**src/rtl/add_serial.sv**
```systemverilog
// Bit-serial WIDTH-bit adder: packed operands {A, B} on i, sum and carry-out
// produced LSB first over WIDTH cycles, with a single-cycle done pulse.
module add_serial #(
    parameter int unsigned WIDTH = 8
) (
    input  logic               clk,
    input  logic               rst_n,
    input  logic               start,
    input  logic [2*WIDTH-1:0] i,
    output logic               busy,
    output logic               done,
    output logic [WIDTH-1:0]   o,
    output logic               cout
);

    localparam int unsigned CntW = (WIDTH > 1) ? $clog2(WIDTH) : 1;
    localparam logic [CntW-1:0] CntLast = CntW'(WIDTH - 1);

    typedef enum logic [1:0] {StIdle, StRun, StDone} state_e;

    state_e           state_q;
    logic [WIDTH-1:0] a_sh_q, b_sh_q, s_sh_q;
    logic             c_q;
    logic [CntW-1:0]  cnt_q;
    logic             busy_q, done_q, cout_q;
    logic [WIDTH-1:0] o_q;

    logic             sum_bit;
    logic             carry_d;
    logic [WIDTH-1:0] s_sh_d;

    // One full-adder slice; the sum bit enters the sum register from the top.
    always_comb begin
        sum_bit = a_sh_q[0] ^ b_sh_q[0] ^ c_q;
        carry_d = (a_sh_q[0] & b_sh_q[0]) | (a_sh_q[0] & c_q) | (b_sh_q[0] & c_q);
        s_sh_d  = {sum_bit, s_sh_q[WIDTH-1:1]};
    end

    always_ff @(posedge clk) begin
        if (!rst_n) begin
            state_q <= StIdle;
            a_sh_q  <= '0;
            b_sh_q  <= '0;
            s_sh_q  <= '0;
            c_q     <= 1'b0;
            cnt_q   <= '0;
            busy_q  <= 1'b0;
            done_q  <= 1'b0;
            o_q     <= '0;
            cout_q  <= 1'b0;
        end else begin
            case (state_q)
                StIdle, StDone: begin
                    done_q <= 1'b0;
                    if (start) begin
                        a_sh_q  <= i[2*WIDTH-1:WIDTH];
                        b_sh_q  <= i[WIDTH-1:0];
                        s_sh_q  <= '0;
                        c_q     <= 1'b0;
                        cnt_q   <= '0;
                        busy_q  <= 1'b1;
                        state_q <= StRun;
                    end else begin
                        state_q <= StIdle;
                    end
                end
                StRun: begin
                    a_sh_q <= a_sh_q >> 1;
                    b_sh_q <= b_sh_q >> 1;
                    s_sh_q <= s_sh_d;
                    c_q    <= carry_d;
                    cnt_q  <= cnt_q + CntW'(1);
                    // start is deliberately ignored here: no restart, no resample.
                    if (cnt_q == CntLast) begin
                        o_q     <= s_sh_d;
                        cout_q  <= carry_d;
                        done_q  <= 1'b1;
                        busy_q  <= 1'b0;
                        cnt_q   <= '0;
                        state_q <= StDone;
                    end
                end
                default: begin
                    state_q <= StIdle;
                    busy_q  <= 1'b0;
                    done_q  <= 1'b0;
                end
            endcase
        end
    end

    assign busy = busy_q;
    assign done = done_q;
    assign o    = o_q;
    assign cout = cout_q;

endmodule
```
**config.mk**
```make
export PLATFORM = sky130hd
export DESIGN_NAME = add_serial
export DESIGN_NICKNAME = d
export VERILOG_FILES = /design/src/rtl/add_serial.sv
export SDC_FILE = /design/constraint.sdc
export NUM_CORES = 1
export LEC_CHECK = 0
export ABC_CLOCK_PERIOD_IN_PS = 1200
export BUFFER_PORTS_ARGS = -buffer_cell sky130_fd_sc_hd__buf_2
export CORE_MARGIN = 3
export CORE_UTILIZATION = 48
export DETAILED_ROUTE_END_ITERATION = 6
export GPL_TIMING_DRIVEN = 0
export HOLD_SLACK_MARGIN = 0.02
export PLACE_DENSITY = 0.71
export SLEW_MARGIN = 10
export SYNTH_ARGS = -nofsm -noshare
export SYNTH_HDL_FRONTEND = slang
export SYNTH_SLANG_ARGS = --single-unit
```
**constraint.sdc**
```tcl
create_clock -name clk -period 1.2 [get_ports clk]
set_input_delay 0.18 -clock clk [delete_from_list [all_inputs] [get_ports clk]]
set_output_delay 0.18 -clock clk [all_outputs]
set_load 0.005 [all_outputs]
```
==> impl_metrics.yaml <==
logic_synthesis:
  synthesis.area_um2: 1600
  synth_nets: 194
  synthMuxAreaShare: 0
  synth_compound_area_frac: 0.216
  synth_edf_count: 0
  yosysWarnings: 0
  synth_area_leader_cell: "dfxtp_1"
  synth_cells: 171
  synthSimpleGateAreaFrac: 0.189
  synth_top_family_by_area: "compound AO/OA/AOI/OAI gates"
  yosysMostFrequentCell: "dfxtp_1"
  yosys.area_share.adder: 0.0361
  synth_xor_area_frac: 0
  synth_common_cells: "dfxtp_1 (40), nand2_1 (31), a21boi_0 (11), a31oi_1 (11), nand3_1 (11)"
  yosys_most_used_dff: "dfxtp_1"
  yosys-top-cells-area: "dfxtp_1 (50%), nand2_1 (7.3%), a22o_1 (5.5%), a21boi_0 (5.2%), a31oi_1 (4.3%)"
  yosysUniqueCellTypes: 28
  synth_seq_area_share: 0.502
  ys_ff_latch: 40
  synthArstFlopShare: 0
  synth_top_area_share: 0.502
  syn_avg_cell_area_um2: 9.34
die:
  die_w_um: 63.7
  core-area_um2: 3100
  fp.dieH_um: 63.7
  placementRows: 20
  io_pins: 30
  initial_core_util: 0.515
  die_area_um2: 4050
placed_design:
  port_buffers: 29
  hpwl_mm: 2.29
  gp_congestion: 0.729
  dp_slack_ps: -179
drt:
  drc_errors: 0
  via_count: 1412
  drt_iter0_drc: 68
  detail_route.vias_per_cell: 5.49
  dr.pass1.iters: 4
  drt_wl_total_mm: 3.61
  ant_nets: 0
  wl_per_cell_um: 14.1
sta:
  max_slew_margin: 0.680
  fmax_ghz: 0.835
  hold_viol: 0
  clock_skew_ps: 4.74
  min_period_ps: 1200
  fin_setup_tns_ps: 0
  period_share: 0.998
  rsz0062_at_grt: "yes"
  finalSetupViolations: 0
  finalMaxSlewViolations: 0
  worst-slew-pin-transition_ps: 480
  setup_ws_ps: 2.01
critical_path:
  crit_buf_inv: 0
  criticalPathCategory: "flip-flop to flip-flop"
  crit_chain: "ha_4 -> ha_2 -> nor4b_2 -> a31oi_1 -> nor2b_1"
  end_kind: "flip-flop"
  cp-start-kind: "flip-flop"
  critPathMaxFanout: 4
  max_stage_delay_ps: 360
  path_delay_family: "adder cells"
  critical_path_required_ps: 1500
  crit_slowest_cell: "dfxtp_2"
  arrival_ps: 1500
cts:
  clk_latency_ps: 360
  cts.sinks: 40
  cts_hold_buf: 0
  htree_levels: 2
  cts-root-buf: "clkbuf_4"
  cts.clk_slew.worst_paths_ps: 120
  cts_tree: "yes"
  cts_buffers: 5
  cts.path.max_buffers: 2
global_route:
  grt-ovfl-total: 0
  antenna_found_initial: 0
  grt_usage: 0.182
  grt_pass1_wl_mm: 5.82
  grt_pass1_vias: 1308
  grt_max_degree: 17
layout:
  area_growth_pct: 31.6
  fillers: 265
  n_antenna_cell: 0
  final_nets: 235
  drive_gt1_frac: 0.338
outcome:
  status: "finished, final reports clean"
worst_hold_path:
  min_path_type: "primary input to flip-flop"
power_and_ir_drop:
  leakage_nw: 0.859
  ir_worst_vdd_mv: 0.876
  powerDensity_nw_per_um2: 1290
job:
  maxCapViolations: 0
## cells by family (layout without fill, tap and decap cells)
family | after synthesis | count (layout)
buffers and inverters | 15 | 57
flip-flops | 40 | 40
adder cells (fa/ha/maj) | 4 | 4
AO/OA/AOI/OAI | 49 | 49
AND/OR/NAND/NOR | 63 | 63
## worst reg2reg max path: cells and delay by family, from the launching register on
family | cells | cell delay, ps
DFF | 1 | 360
AOI/OAI and AO/OA | 1 | 60
adders and majority gates | 2 | 390
and+or+nand+nor | 2 | 330
## final timing paths
path / from / endpoint / slack (ps) / depth (start not counted)
worst max-delay path: cnt_q[0] / cnt_q[0] / 2 / 5
worst min-delay path: i[7] / b_sh_q[7] / 60 / 3
worst max register to register: cnt_q[0] / cnt_q[0] / 2 / 5
worst min register to register: o[5] / o[5] / 460 / 2
## metrics by stage
step	hold slack, ps	instances	area (µm²)	total power, mW	utilization
2_1_floorplan	325	171	1600	1.66	-
3_3_place_gp	434	244	1800	1.73	0.579
3_5_place_dp	443	244	1800	1.75	0.579
4_1_cts	65.7	253	1930	2.60	0.621
5_1_grt	66.2	257	2100	2.82	0.677
6_report	59.9	257	2100	2.71	0.677
## sequential cells by signal, summed over array words and instances (netlist names)
register  cells
cnt_q         3
busy          1
o             8
state_q       2
done          1
cout          1
c_q           1
b_sh_q        8
s_sh_q        7
a_sh_q        8
## layout by cell type (no fill, tap or decap), drive strengths merged
cell type / synthesis / routed
buf: 10 / 42
dfxtp: 40 / 40
nand2: 31 / 31
clkbuf: 4 / 12
a31oi: 11 / 11
nand3: 11 / 11
a21boi: 11 / 11
o21ai: 11 / 11
a22o: 10 / 10
nor2: 5 / 5
o221ai: 4 / 4
nor3: 4 / 4
nor2b: 3 / 3
and2: 3 / 3
ha: 3 / 3
nand2b: 2 / 2
and3: 2 / 2
inv: 1 / 1
o32ai: 1 / 1
o21a: 1 / 1
nand3b: 1 / 1
nor4b: 1 / 1
fa: 1 / 1
bufinv: 0 / 1
clkinv: 0 / 1
## routing by layer
layer / vias to the layer above / global-route usage / part of all wire
li1: 692 / - / -
met1: 657 / 0.231 / 0.44
met2: 52 / 0.284 / 0.46
met3: 11 / 0.0446 / 0.066
met4: 0 / 0.0916 / 0.033
met5: - / 0 / 0
## power by group
group,total [mW],internal (mW),switching (mW)
logic,0.382,0.199,0.183
clock network,0.885,0.437,0.448
registers,1.44,1.39,0.0479
## repair_timing
item / CTS / global route
gates cloned: 0 / 3
endpoints found under the hold margin: 0 / 0
endpoints found under the setup margin: 35 / 32
pin swaps: 1 / 5
gates resized for setup: 20 / 35
setup buffers: 3 / 1
## layout make-up
class,count,area [µm²],share of cell area
Tap cell,44,55.1,0.0262
Buffer,12,113,0.0536
Inverter,1,3.75,0.00179
Multi-Input combinational cell,116,783,0.373
Timing Repair Buffer,36,258,0.123
Sequential cell,40,812,0.387
Clock buffer,6,41.3,0.0197
Clock inverter,2,35.0,0.0167
(Power assumes the default switching activity.)
